`config.mk`:
```
export PLATFORM = sky130hd
export DESIGN_NAME = csa_accum_ctrl_flat
export DESIGN_NICKNAME = d
export VERILOG_FILES = /design/src/rtl/csa_accum_ctrl_if.sv /design/src/rtl/csa_accum_ctrl.sv /design/src/flat_wrapper.sv
export SDC_FILE = /design/constraint.sdc
export NUM_CORES = 1
export LEC_CHECK = 0
export ABC_AREA = 1
export ABC_CLOCK_PERIOD_IN_PS = 3660
export CORE_ASPECT_RATIO = 1.2
export CORE_UTILIZATION = 45
export DETAILED_ROUTE_END_ITERATION = 8
export PLACE_DENSITY = 0.62
export SLEW_MARGIN = 10
export SYNTH_ARGS = -nofsm -noshare
export SYNTH_HDL_FRONTEND = slang
export SYNTH_SLANG_ARGS = --single-unit
```
`constraint.sdc`:
```
create_clock -name i_clk -period 3.66 [get_ports i_clk]
set_input_delay 1.098 -clock i_clk [delete_from_list [all_inputs] [get_ports i_clk]]
set_output_delay 1.098 -clock i_clk [all_outputs]
set_load 0.01 [all_outputs]
```
`src/rtl/csa_accum_ctrl_if.sv`:
```
// rtl/csa_accum_ctrl_if.sv - operand/result handshake bundle for csa_accum_ctrl
//
// Purpose: groups the operand stream, result stream, abort and status lines
// of csa_accum_ctrl into one interface.
// Signals:
//   clr        producer -> ctrl   synchronous abort back to IDLE
//   in_valid   producer -> ctrl   operand valid
//   in_data    producer -> ctrl   W-bit unsigned operand
//   in_ready   ctrl -> producer   operand accepted when in_valid && in_ready
//   out_valid  ctrl -> consumer   result valid
//   out_sum    ctrl -> consumer   W+4-bit resolved sum
//   out_ready  consumer -> ctrl   result consumed when out_valid && out_ready
//   busy       ctrl -> any        high while accumulating or resolving
//   out_sat    ctrl -> consumer   result was clamped (CSA_SAT_EN builds only)
// Modports: master (producer/consumer side), slave (controller side).
// Macro: CSA_SAT_EN adds out_sat.

interface csa_accum_ctrl_if #(
   parameter int W = 8
);
   logic           clr;
   logic           in_valid;
   logic [W-1:0]   in_data;
   logic           in_ready;
   logic           out_valid;
   logic [W+3:0]   out_sum;
   logic           out_ready;
   logic           busy;
`ifdef CSA_SAT_EN
   logic           out_sat;

   modport master (
      output clr, in_valid, in_data, out_ready,
      input  in_ready, out_valid, out_sum, busy, out_sat
   );

   modport slave (
      input  clr, in_valid, in_data, out_ready,
      output in_ready, out_valid, out_sum, busy, out_sat
   );
`else
   modport master (
      output clr, in_valid, in_data, out_ready,
      input  in_ready, out_valid, out_sum, busy
   );

   modport slave (
      input  clr, in_valid, in_data, out_ready,
      output in_ready, out_valid, out_sum, busy
   );
`endif
endinterface

```
`src/rtl/csa_accum_ctrl.sv`:
```
// rtl/csa_accum_ctrl.sv - carry-save multi-operand accumulator with nibble-serial resolve
//
// Purpose: accepts CNT unsigned W-bit operands, compresses each one into a
// redundant sum/carry pair with a single 3:2 carry-save step, then resolves
// the pair four bits per cycle and presents the W+4-bit sum on a
// valid/ready result port.
// Ports:
//   i_clk    rising-edge clock
//   i_rst    asynchronous active-high reset
//   io_bus   csa_accum_ctrl_if.slave (clr, in_valid/in_data/in_ready,
//            out_valid/out_sum/out_ready, busy, out_sat when enabled)
// Parameters: W operand width (multiple of 4), CNT operands per sum (2..16).
// Macro: CSA_SAT_EN clamps results above 2^W-1 to 2^W-1 and flags out_sat.

module csa_accum_ctrl #(
   parameter int W   = 8,
   parameter int CNT = 4
) (
   input  logic               i_clk,
   input  logic               i_rst,
   csa_accum_ctrl_if.slave    io_bus
);

   localparam int RW   = W + 4;
   localparam int NIBS = RW / 4;
   localparam int NW   = (NIBS > 1) ? $clog2(NIBS) : 1;

   typedef enum logic [1:0] {
      ST_IDLE    = 2'd0,
      ST_ACCUM   = 2'd1,
      ST_RESOLVE = 2'd2,
      ST_DONE    = 2'd3
   } state_t;

   state_t          r_state;
   state_t          w_next;

   logic [RW-1:0]   r_s;
   logic [RW-1:0]   r_c;
   logic [RW-1:0]   r_out_sum;
   logic [4:0]      r_cnt;
   logic [NW-1:0]   r_nib;
   logic            r_rc;
`ifdef CSA_SAT_EN
   logic            r_sat;
`endif

   logic            w_in_ready;
   logic            w_out_valid;
   logic            w_busy;
   logic            w_accept;
   logic            w_last_op;
   logic            w_last_nib;
   logic [RW-1:0]   w_op;
   logic [RW-1:0]   w_maj;
   logic [3:0]      w_s_nib;
   logic [3:0]      w_c_nib;
   logic [4:0]      w_nib_sum;
   logic [RW-1:0]   w_sum_next;

   // Acceptance is derived from the state register alone so it does not
   // loop through the FSM's combinational block. clr blocks acceptance even
   // though in_ready may still read 1 in that cycle.
   assign w_accept   = io_bus.in_valid && !io_bus.clr &&
                       ((r_state == ST_IDLE) || (r_state == ST_ACCUM));
   assign w_last_op  = (r_cnt == 5'(CNT - 1));
   assign w_last_nib = (r_nib == NW'(NIBS - 1));

   assign w_op  = {{(RW-W){1'b0}}, io_bus.in_data};
   assign w_maj = (r_s & r_c) | (r_s & w_op) | (r_c & w_op);

   // Select the nibble currently being resolved and splice its sum into the
   // running output word.
   always_comb begin
      w_s_nib    = '0;
      w_c_nib    = '0;
      w_sum_next = r_out_sum;
      for (int k = 0; k < NIBS; k++) begin
         if (r_nib == NW'(k)) begin
            w_s_nib = r_s[4*k +: 4];
            w_c_nib = r_c[4*k +: 4];
         end
      end
      w_nib_sum = {1'b0, w_s_nib} + {1'b0, w_c_nib} + {4'b0000, r_rc};
      for (int k = 0; k < NIBS; k++) begin
         if (r_nib == NW'(k)) begin
            w_sum_next[4*k +: 4] = w_nib_sum[3:0];
         end
      end
   end

   // State register
   always_ff @(posedge i_clk or posedge i_rst) begin
      if (i_rst) begin
         r_state <= ST_IDLE;
      end else begin
         r_state <= w_next;
      end
   end

   // Next state and handshake outputs
   always_comb begin
      w_next      = r_state;
      w_in_ready  = 1'b0;
      w_out_valid = 1'b0;
      w_busy      = 1'b0;
      case (r_state)
         ST_IDLE: begin
            w_in_ready = 1'b1;
            if (w_accept) begin
               w_next = ST_ACCUM;
            end
         end
         ST_ACCUM: begin
            w_in_ready = 1'b1;
            w_busy     = 1'b1;
            if (w_accept && w_last_op) begin
               w_next = ST_RESOLVE;
            end
         end
         ST_RESOLVE: begin
            w_busy = 1'b1;
            if (w_last_nib) begin
               w_next = ST_DONE;
            end
         end
         ST_DONE: begin
            w_out_valid = 1'b1;
            if (io_bus.out_ready) begin
               w_next = ST_IDLE;
            end
         end
         default: begin
            w_next = ST_IDLE;
         end
      endcase
      if (io_bus.clr) begin
         w_next = ST_IDLE;
      end
   end

   // Datapath registers
   always_ff @(posedge i_clk or posedge i_rst) begin
      if (i_rst) begin
         r_s       <= '0;
         r_c       <= '0;
         r_out_sum <= '0;
         r_cnt     <= '0;
         r_nib     <= '0;
         r_rc      <= 1'b0;
`ifdef CSA_SAT_EN
         r_sat     <= 1'b0;
`endif
      end else if (io_bus.clr) begin
         // out_sum deliberately keeps its last value across an abort
         r_s   <= '0;
         r_c   <= '0;
         r_cnt <= '0;
         r_rc  <= 1'b0;
`ifdef CSA_SAT_EN
         r_sat <= 1'b0;
`endif
      end else begin
         case (r_state)
            ST_IDLE: begin
               if (w_accept) begin
                  r_s   <= w_op;
                  r_c   <= '0;
                  r_cnt <= 5'd1;
               end
            end
            ST_ACCUM: begin
               if (w_accept) begin
                  // The carry's top bit is dropped; CNT*(2^W-1) < 2^RW
                  // guarantees it is always zero.
                  r_s   <= r_s ^ r_c ^ w_op;
                  r_c   <= {w_maj[RW-2:0], 1'b0};
                  r_cnt <= r_cnt + 5'd1;
                  if (w_last_op) begin
                     r_nib <= '0;
                     r_rc  <= 1'b0;
                  end
               end
            end
            ST_RESOLVE: begin
               r_rc  <= w_nib_sum[4];
               r_nib <= r_nib + NW'(1);
`ifdef CSA_SAT_EN
               if (w_last_nib && (|w_sum_next[RW-1:W])) begin
                  r_out_sum <= {{(RW-W){1'b0}}, {W{1'b1}}};
                  r_sat     <= 1'b1;
               end else begin
                  r_out_sum <= w_sum_next;
               end
`else
               r_out_sum <= w_sum_next;
`endif
            end
            ST_DONE: begin
`ifdef CSA_SAT_EN
               if (io_bus.out_ready) begin
                  r_sat <= 1'b0;
               end
`endif
            end
            default: begin
            end
         endcase
      end
   end

   assign io_bus.in_ready  = w_in_ready;
   assign io_bus.out_valid = w_out_valid;
   assign io_bus.out_sum   = r_out_sum;
   assign io_bus.busy      = w_busy;
`ifdef CSA_SAT_EN
   assign io_bus.out_sat   = r_sat;
`endif

endmodule

```
`src/flat_wrapper.sv`:
```
// flat-port wrapper written by rule: the top's interface ports become plain ports
module csa_accum_ctrl_flat 
#(
   parameter int W   = 8,
   parameter int CNT = 4
)
  (i_clk, i_rst, io_bus_clr, io_bus_in_valid, io_bus_in_data, io_bus_out_ready, io_bus_in_ready, io_bus_out_valid, io_bus_out_sum, io_bus_busy);
  csa_accum_ctrl_if #(.W(W)) io_bus_i ();
  input  logic i_clk;
  input  logic i_rst;
  input wire logic [$bits(io_bus_i.clr)-1:0] io_bus_clr;
  input wire logic [$bits(io_bus_i.in_valid)-1:0] io_bus_in_valid;
  input wire logic [$bits(io_bus_i.in_data)-1:0] io_bus_in_data;
  input wire logic [$bits(io_bus_i.out_ready)-1:0] io_bus_out_ready;
  output wire logic [$bits(io_bus_i.in_ready)-1:0] io_bus_in_ready;
  output wire logic [$bits(io_bus_i.out_valid)-1:0] io_bus_out_valid;
  output wire logic [$bits(io_bus_i.out_sum)-1:0] io_bus_out_sum;
  output wire logic [$bits(io_bus_i.busy)-1:0] io_bus_busy;
  assign io_bus_i.clr = io_bus_clr;
  assign io_bus_i.in_valid = io_bus_in_valid;
  assign io_bus_i.in_data = io_bus_in_data;
  assign io_bus_i.out_ready = io_bus_out_ready;
  assign io_bus_in_ready = io_bus_i.in_ready;
  assign io_bus_out_valid = io_bus_i.out_valid;
  assign io_bus_out_sum = io_bus_i.out_sum;
  assign io_bus_busy = io_bus_i.busy;
  csa_accum_ctrl #(.W(W), .CNT(CNT)) u_core (.i_clk(i_clk), .i_rst(i_rst), .io_bus(io_bus_i));
endmodule
```
* After elaboration in Yosys (flattened, before gate mapping)
Index checks and enable logic that the tools add are counted.
** Word-level totals
- Flip-flop bits (word level) :: 46
- Bits of input ports :: 13
- Output and inout bits :: 15
- Logic and storage cells :: 88
** Cells by class
- $add $sub $neg :: 4
- Equal/unequal tests :: 14
- Mux-type cells :: 34
- Bitwise gates (word level) :: 8
- Reduce and logical (&&, ||, !) cells :: 19
** Operators with widths (number)
- $mux W12 :: 6
- $pmux W12 S2 :: 2
- $mux W4 :: 6
- $and A11 B8 Y11 :: 2
- $or A11 B11 Y11 :: 2
- $mux W5 :: 3
- $reduce_and A3 Y1 :: 5
- $mux W2 :: 7
- $ne A3 B2 Y1 const B :: 4
- $xor A12 B12 Y12 :: 1
- $xor A12 B8 Y12 :: 1
- $and A11 B11 Y11 :: 1
- $pmux W5 S2 :: 1
- $pmux W2 S4 :: 1
- $reduce_and A4 Y1 :: 2
- $eq A2 B2 Y1 const B :: 3
- $mux W1 :: 6
- $ne A3 B3 Y1 const B :: 2
- $reduce_bool A3 Y1 :: 2
- $add A4 B4 Y5 :: 1
- $add A5 B1 Y5 :: 1
- $add A5 B1 Y5 const B :: 1
- $eq A5 B2 Y1 const B :: 1
- $eq A2 B1 Y1 const B :: 2
- other kinds (11) :: 16

* Depth between registers and ports, before layout
Gate-level depths: netlist of run 1.
- Word-level depth :: 8
- Mapped depth :: 14
- Gate-level depth less buffers :: 13

* Worst setup path after synthesis of run 1
No wires, ideal clock.
- Path type :: reg-to-reg
- Start :: register u_core.r_nib[0]
- End :: register u_core.r_out_sum[1], in the netlist u_core.io_bus.out_sum[1]
- Library setup time :: 0.126 ns
- Arrival time :: 2.122 ns
- Required time :: 3.534 ns
- Path slack :: 1.412 ns
- Cell stages (with the launch flop) :: 10
- Path buffers :: 1
- Clock period less this slack :: 2.248 ns
- Cell sequence :: dfrtp_1 inv_1 ha_1 clkbuf_1 a21oi_1 fa_1 inv_1 fa_1 inv_1 o21ai_0
** On the way
- Word-level cells in the longest chain between the ends :: 6
- Elaborated cells on any way between the ends :: 12
- Classes of those cells :: add/sub (2); eq/ne (2); mux (6); reduce/logical (2)
** RTL lines
- start, declared :: line csa_accum_ctrl.sv:42 : logic [NW-1:0] r_nib;
- start signal, assigned :: line csa_accum_ctrl.sv:187 : r_nib <= r_nib + NW'(1);
- $logic_not A2 Y1 :: line csa_accum_ctrl.sv:79 : if (r_nib == NW'(k)) begin
- $mux W4 (3 in a row) :: line csa_accum_ctrl.sv:79
- $add A4 B4 Y5 * :: line csa_accum_ctrl.sv:84 : w_nib_sum = {1'b0, w_s_nib} + {1'b0, w_c_nib} + {4'b0000, r_rc};
- $add A5 B1 Y5 * :: line csa_accum_ctrl.sv:84
- via u_core.w_nib_sum[1] :: line csa_accum_ctrl.sv:58 : logic [4:0] w_nib_sum;
- end signal, assigned :: line csa_accum_ctrl.sv:196 : r_out_sum <= w_sum_next;
- end, declared :: line csa_accum_ctrl.sv:40 : logic [RW-1:0] r_out_sum;
The timed path passes the listed nets; every way through them passes the cells marked *.
A chain may end at the register's enable or synchronous reset.

* Worst setup path after layout of run 1
- Start :: register u_core.r_state[1]
- End :: output port io_bus_in_ready
** On the way
- Word-level cells in the longest chain between the ends :: 3
- Elaborated cells on any way between the ends :: 4
- Classes of those cells :: eq/ne (1); mux (1); reduce/logical (2)
** RTL lines
- start, declared :: line csa_accum_ctrl.sv:35 : state_t r_state;
- start signal, assigned :: line csa_accum_ctrl.sv:97 : r_state <= w_next;
- $eq A2 B1 Y1 or $logic_not A2 Y1 (tied branches) :: line csa_accum_ctrl.sv:107 : case (r_state)
- $reduce_or A2 Y1 (no source line) *
- $mux W1 * :: line csa_accum_ctrl.sv:107
- end, declared :: line flat_wrapper.sv:15 : output wire logic [$bits(io_bus_i.in_ready)-1:0] io_bus_in_ready;
Every way passes the cells marked *; elsewhere a longest branch is shown, timed or not.

==> results of run 1 <==
placed cells by master, fill, tap and decap left out:
cell / netlist / layout
sky130_fd_sc_hd__inv_1: 33 / 32
sky130_fd_sc_hd__xor2_1: 1 / 1
sky130_fd_sc_hd__o21ai_0: 15 / 15
sky130_fd_sc_hd__nor2_2: 1 / 1
sky130_fd_sc_hd__clkinv_2: 0 / 1
sky130_fd_sc_hd__nor2_1: 17 / 17
sky130_fd_sc_hd__dfrtp_1: 45 / 45
sky130_fd_sc_hd__or2_2: 1 / 1
sky130_fd_sc_hd__inv_2: 2 / 2
sky130_fd_sc_hd__nand3b_1: 3 / 3
sky130_fd_sc_hd__nand2_2: 2 / 2
sky130_fd_sc_hd__ha_1: 16 / 16
sky130_fd_sc_hd__a21oi_1: 13 / 13
sky130_fd_sc_hd__nand2_1: 115 / 115
sky130_fd_sc_hd__fa_1: 9 / 9
sky130_fd_sc_hd__buf_4: 2 / 3
sky130_fd_sc_hd__o21ai_1: 13 / 13
sky130_fd_sc_hd__clkdlybuf4s50_1: 0 / 27
sky130_fd_sc_hd__inv_6: 1 / 1
sky130_fd_sc_hd__nand2_4: 1 / 1
sky130_fd_sc_hd__clkinv_1: 0 / 1
sky130_fd_sc_hd__nand4_1: 3 / 3
sky130_fd_sc_hd__clkbuf_8: 0 / 7
sky130_fd_sc_hd__nand3_1: 42 / 42
sky130_fd_sc_hd__nor3_1: 1 / 1
sequential cells by signal, indices dropped and copies added (netlist names):
name and cells:
u_core.io_bus.out_sum 12, u_core.r_nib 2, u_core.r_c 11, u_core.r_cnt 5, u_core.r_state 2, u_core.r_s 12
u_core.r_rc 1
final timing paths:
kind	start	to	slack [ns]	depth (start not counted)
worst min register to register	u_core.io_bus.out_sum[2]	u_core.io_bus.out_sum[2]	0.48	2
worst min-delay path	u_core.io_bus.out_sum[2]	u_core.io_bus.out_sum[2]	0.48	2
max in group asynchronous	i_rst	u_core.r_c[1]	2.11	3
worst max register to register	u_core.r_nib[0]	u_core.io_bus.out_sum[2]	1.07	10
worst max-delay path	u_core.r_state[1]	io_bus_in_ready	0.52	5
min in group asynchronous	i_rst	u_core.r_cnt[4]	1.00	2
power groups by stage:
| stage | combinational (mW) | sequential (mW) | clock (mW) |
|---|---|---|---|
| after detailed placement | 0.801 | 0.692 | 0 |
| after CTS | 0.803 | 0.684 | 0.354 |
| after floorplan | 0.560 | 0.688 | 0 |
| after global routing | 0.924 | 0.698 | 0.375 |
| final | 0.792 | 0.683 | 0.341 |
| after global placement | 0.787 | 0.690 | 0 |
stage by stage:
| stage | utilization (%) | instance area [um^2] | std cells |
|---|---|---|---|
| after floorplan | - | 2740 | 346 |
| after global placement | 52.62 | 3042 | 444 |
| after detailed placement | 52.62 | 3042 | 444 |
| after CTS | 54.37 | 3143 | 452 |
| after global routing | 54.37 | 3143 | 452 |
| final | 54.37 | 3143 | 452 |
worst max-delay path: stages (launching register included):
cell                              delay [ns]
sky130_fd_sc_hd__dfrtp_1                0.43
sky130_fd_sc_hd__inv_1                  0.15
sky130_fd_sc_hd__ha_1                   0.31
sky130_fd_sc_hd__inv_2                  0.20
sky130_fd_sc_hd__nand2_2                0.11
sky130_fd_sc_hd__clkdlybuf4s50_1        0.54
metal layers:
| metal | GRT usage [%] | share of wire (%) | vias up | wire, um |
|---|---|---|---|---|
| met5 | 0 | 0 | - | 0 |
| met4 | 5.704 | 1.3 | 0 | 72 |
| met2 | 34.85 | 50 | 40 | 2845 |
| met1 | 27.19 | 46 | 1037 | 2633 |
| li1 | - | - | 1149 | - |
| met3 | 4.282 | 3.2 | 8 | 182 |
final cells by class:
type | count | area, um^2 | area share, %
clock inverter | 1 | 5.005 | 0.1592
multi-input combinational | 253 | 1383 | 43.99
inverter | 36 | 140.1 | 4.459
sequential | 45 | 1126 | 35.83
tap | 80 | 100.1 | 3.185
clock buffer | 7 | 96.34 | 3.065
timing repair buffer | 30 | 292.8 | 9.315
logic make-up (layout without fill, tap and decap cells):
group	after synthesis	count (layout)	synth area share, %
xor+xnor	1	1	0.3197
buf+inv	48	74	8.447
fa+ha+maj	25	25	13.88
simple gates	186	186	28.77
compound gates	41	41	7.488
flops	45	45	41.10
==> impl_summary.txt, run 1 <==
----------------------------------------------------
[Run status]
  Run status ... finished, final reports clean

[GRT]
  Via count of the first global-routing pass ... approximately 2200
  Number of antenna violations at the first check in global routing ... 0
  First-pass GRT wire length ... about 10000 um
  Pin count of the biggest net entering global routing ... between 40 and 50
  Overall routing resource usage ... a little over a fifth
  Global-route congestion overflow total ... 0

[Floorplanning]
  I/O pin count ... 28
  Row count ... 30
  Placeable Area ... 0.005781 mm^2
  Starting Density ... a little under half
  Horizontal extent of the die ... roughly 73 um
  Die Height ... around 87 um
  Floorplan die area ... ~0.0064 mm^2

[Setup path]
  CP Capture Type ... output port
  Kind of critical path ... flop to output port
  Peak fanout along the critical path ... 15
  WP data arrival ... around 2.0 ns
  Worst Path Required ... 2.56 ns
  Startpoint types ... flop

[Place]
  Detailed-placement wirelength estimate ... about 4300 um
  Post-placement setup slack ... around 0.84 ns
  Number of buffers inserted by port buffering ... 27
  Global placement routability congestion ... between 0.8 and 0.9

[Logic synthesis]
  Yosys top cell area share ... roughly two fifths
  Yosys Warn Count ... 0
  Average cell area after synthesis ... 7.919 um^2
  Top cell types by occurrence after synthesis ... sky130_fd_sc_hd__nand2_1 (115), sky130_fd_sc_hd__dfrtp_1 (45), sky130_fd_sc_hd__nand3_1 (42), sky130_fd_sc_hd__inv_1 (33), sky130_fd_sc_hd__nor2_1 (17)
  Post-synth EDFFs ... 0
  Proportion of synthesized chip area in sequential cells ... between 40% and 50%
  Cell taking the most area after synthesis ... sky130_fd_sc_hd__dfrtp_1
  Largest cells by area after synthesis ... sky130_fd_sc_hd__dfrtp_1 (41%), sky130_fd_sc_hd__nand2_1 (16%), sky130_fd_sc_hd__nand3_1 (7.7%), sky130_fd_sc_hd__ha_1 (7.3%), sky130_fd_sc_hd__fa_1 (6.6%)
  Cell variety after synth ... 25
  Synth Cell Area ... 0.002740 mm^2
  Flip-flop cell with the highest count after synthesis ... sky130_fd_sc_hd__dfrtp_1
  Most frequent cell after synthesis ... sky130_fd_sc_hd__nand2_1
  Proportion of synthesized flip-flops having asynchronous set or reset ... 100.0%
  Post-synthesis cell count ... between 300 and 400
  Number of flip-flops and latches in the synthesized netlist ... 45
  Post-Syn Nets ... around 380

[CTS]
  Worst-skew pair later-pin latency ... 0.30 ns
  Clock transition at path regs ... approximately 0.080 ns
  Root buf cell ... sky130_fd_sc_hd__clkbuf_8
  TritonCTS clock tree ... done
  Number of buffers inserted by hold repair at cts ... 0
  Deepest level of the CTS H-tree ... 2
  Post CTS Setup Buffer Count ... 0
  CTS Sinks ... 45
  Number of instances resized during post-cts repair ... 0
  CTS Buf Count ... 5
  Maximum clock insertion buffer count ... 2

[Finish]
  Filler cells ... around 600
  Layout cells sized above 1 ... under 10%
  Layout overhead on the synthesized area ... 14.70%
  Final Net Count ... 409
  Number of inserted diodes ... 0

[STA]
  Count of final setup violators ... 0
  Sum of negative setup slack ... 0 ns
  Setup repair after global routing missed its margin ... false
  Slew margin rel. ... about 70%
  Worst hold slack ... a little under 0.5 ns
  Tightest Pin Transition ... 0.4431 ns
  Number of slew-limit violations in the final report ... 0
  Maximum clock rate ... roughly 0.32 GHz
  Final hold vios ... 0
  Final period util ... about 86%
  Worst-case setup margin in the final layout ... 0.5240 ns
  Tmin final ... roughly 3.1 ns
  Clock skew ... 0.008113 ns

[Job]
  Max-cap viol count ... 0

[Power]
  Internal power ... around 1.1 mW
  Lkg Pwr ... 1.564 nW
  Part of the total power dissipated in sequential elements ... between 30 and 40%
  Comb pwr share ... a little over two fifths
  Clock share of power ... between 10% and 20%
  Switching power of the nets ... ~740 uW
  Total power ... approximately 1.8 mW
  Net switching share of the total power ... around two fifths
  Cell area power density ... about 580 mW/mm^2
  Maximum vdd drop ... roughly 0.28 mV

[Route]
  Total number of vias ... between 2000 and 2500
  First-pass DRT Iterations ... 4
  Vias per cell ... about 4.9
  Drt first-iter violations ... slightly above 90
  Post-DRT Antenna Nets ... 0
  WL per Instance ... 12.69 um
  Final routed wirelength across all metal layers ... 5734 um
  Post-route DRC violation count ... 0

[Worst hold path]
  Classification of the worst-slack hold path ... flop to flop

----------------------------------------------------
Power figures use the tool's default switching activity.
==> inputs of run 2 (changes only) <==
- RECOVER_POWER: unset -> 25
==> impl_summary.txt, run 2 (synthesis gave the netlist of run 1 again) <==
----------------------------------------------------
[STA]
  Setup repair after global routing missed its margin ... false
  Slew margin rel. ... between 15 and 20%
  Tightest Pin Transition ... 1.226 ns
  Final period util ... 85.68%
  Maximum clock rate ... approximately 0.32 GHz
  Number of slew-limit violations in the final report ... 0
  Clock skew ... just over 0.007 ns
  Count of final setup violators ... 0
  Final hold vios ... 0
  Worst hold slack ... 0.4803 ns
  Sum of negative setup slack ... 0 ns
  Worst-case setup margin in the final layout ... 0.5242 ns
  Tmin final ... about 3.1 ns

[Finish]
  Final Net Count ... around 400
  Number of inserted diodes ... 0
  Filler cells ... between 500 and 600
  Area of combinational cells with multiple inputs ... 0.001383 mm^2
  End-of-flow core utilization ... a little over half
  Layout overhead on the synthesized area ... 14.43%
  Most common cell after layout, fill and taps aside ... sky130_fd_sc_hd__nand2_1
  Area of all sequential standard cells ... ~0.0011 mm^2
  Top library cells by usage in the layout, fill and taps aside ... sky130_fd_sc_hd__nand2_1 (115), sky130_fd_sc_hd__dfrtp_1 (45), sky130_fd_sc_hd__nand3_1 (42)
  Post-route non-filler standard cell count ... between 400 and 500
  Layout cells sized above 1 ... under 10%

[Setup path]
  Peak fanout along the critical path ... 15
  CP Capture Type ... output port
  Worst R2R End ... u_core.io_bus.out_sum[2]
  Setup slack of the worst register-to-register path ... roughly 1.1 ns
  WP data arrival ... 2.04 ns
  Timing startpoint of the critical path ... u_core.r_state[1]
  Worst Path Required ... about 2.6 ns
  Source of the worst register-to-register timing path ... u_core.r_nib[0]
  Kind of critical path ... flop to output port
  Reg2reg path depth ... 10
  Startpoint types ... flop
  Crit path capture ... io_bus_in_ready

[CTS]
  Deepest level of the CTS H-tree ... 2
  Root buf cell ... sky130_fd_sc_hd__clkbuf_8
  CTS Sinks ... between 40 and 50
  Number of instances resized during post-cts repair ... 0
  Post CTS Setup Buffer Count ... 0
  Maximum clock insertion buffer count ... 2
  Worst-skew pair later-pin latency ... around 0.3 ns
  Number of buffers inserted by hold repair at cts ... 0
  TritonCTS clock tree ... done
  Clock transition at path regs ... roughly 0.08 ns
  CTS Buf Count ... 5

[Job]
  Max-cap viol count ... 0

[GRT]
  First-pass GRT wire length ... about 10000 um
  Pin count of the biggest net entering global routing ... 42
  Overall routing resource usage ... 20.85%
  Number of antenna violations at the first check in global routing ... 0
  Global-route congestion overflow total ... 0
  Via count of the first global-routing pass ... around 2200

[Floorplanning]
  Placeable Area ... between 0.005 and 0.006 mm^2
  Starting Density ... a little under half
  Die Height ... just under 90 um
  Row count ... 30
  I/O pin count ... 28
  Floorplan die area ... 0.006407 mm^2
  Horizontal extent of the die ... about 73 um

[Power]
  Lkg Pwr ... 1.557 nW
  Comb pwr share ... between 40 and 50%
  Clock share of power ... a little under a fifth
  Cell area power density ... slightly below 600 mW/mm^2
  Internal power ... between 1 and 1.5 mW
  Switching power of the nets ... roughly 740 uW
  Net switching share of the total power ... between 40% and 50%
  Maximum vdd drop ... approximately 0.28 mV
  Part of the total power dissipated in sequential elements ... between 30% and 40%

[Route]
  Drt first-iter violations ... about 110
  Vias per cell ... roughly 5.0
  First-pass DRT Iterations ... 4
  Post-route DRC violation count ... 0
  WL per Instance ... approximately 13 um
  Total number of vias ... 2238
  Post-DRT Antenna Nets ... 0
  Final routed wirelength across all metal layers ... 5735 um

[Place]
  Post-placement setup slack ... 0.8391 ns
  Global placement routability congestion ... slightly above 0.8
  Number of buffers inserted by port buffering ... 27
  Placed cell count ... 444
  Detailed-placement wirelength estimate ... roughly 4300 um

[Worst hold path]
  Classification of the worst-slack hold path ... flop to flop

[Run status]
  Run status ... finished, final reports clean

----------------------------------------------------
==> run 2: changes by cell type in the layout (fill, tap and decap cells not counted) <==
cell,change
sky130_fd_sc_hd__buf_4,-2
sky130_fd_sc_hd__dlygate4sd3_1,+1
sky130_fd_sc_hd__clkbuf_1,+2
sky130_fd_sc_hd__clkdlybuf4s50_1,-1
==> run 2: metal layers <==
layer	vias to the layer above	part of all wire (%)	wire length, um	GRT usage, %
li1	1151	-	-	-
met1	1037	47	2682	27.19
met2	42	49	2789	34.85
met3	8	3.3	189	4.282
met4	0	1.3	72	5.704
met5	-	0	0	0
==> run 2: worst max-delay path, stage by stage, from the launching register on <==
cell	delay, ns
sky130_fd_sc_hd__dfrtp_1	0.43
sky130_fd_sc_hd__inv_1	0.15
sky130_fd_sc_hd__ha_1	0.31
sky130_fd_sc_hd__inv_2	0.20
sky130_fd_sc_hd__nand2_2	0.11
sky130_fd_sc_hd__clkdlybuf4s50_1	0.54
==> run 2: power by group through the flow <==
| stage | logic, mW | clock network (mW) | registers (mW) |
|---|---|---|---|
| after global placement | 0.787 | 0 | 0.690 |
| final | 0.791 | 0.341 | 0.683 |
| after global routing | 0.922 | 0.375 | 0.698 |
| after CTS | 0.803 | 0.354 | 0.684 |
| after detailed placement | 0.801 | 0 | 0.692 |
| after floorplan | 0.560 | 0 | 0.688 |
==> run 2: final cells by class <==
cell class | instances | area share, %
Multi-Input combinational cell | 253 | 44.09
Tap cell | 80 | 3.192
Inverter | 36 | 4.469
Clock inverter | 1 | 0.1596
Clock buffer | 7 | 3.073
Timing Repair Buffer | 30 | 9.098
Sequential cell | 45 | 35.91
==> run 2: worst min-delay path by stage <==
stage,startpoint,endpoint,slack [ns],cells after the start
CTS,u_core.io_bus.out_sum[2],u_core.io_bus.out_sum[2],0.49,2
global route,u_core.r_rc,u_core.r_rc,0.51,2
finish,u_core.io_bus.out_sum[2],u_core.io_bus.out_sum[2],0.48,2
floorplan,u_core.r_rc,u_core.r_rc,0.45,2
detailed placement,u_core.io_bus.out_sum[2],u_core.io_bus.out_sum[2],0.47,2
global placement,u_core.io_bus.out_sum[6],u_core.io_bus.out_sum[6],0.46,2
==> run 2: stage by stage <==
step	cell area, um^2	power [mW]
2_1_floorplan	2740	1.249
3_3_place_gp	3042	1.477
3_5_place_dp	3042	1.493
4_1_cts	3143	1.841
5_1_grt	3136	1.995
6_report	3136	1.814
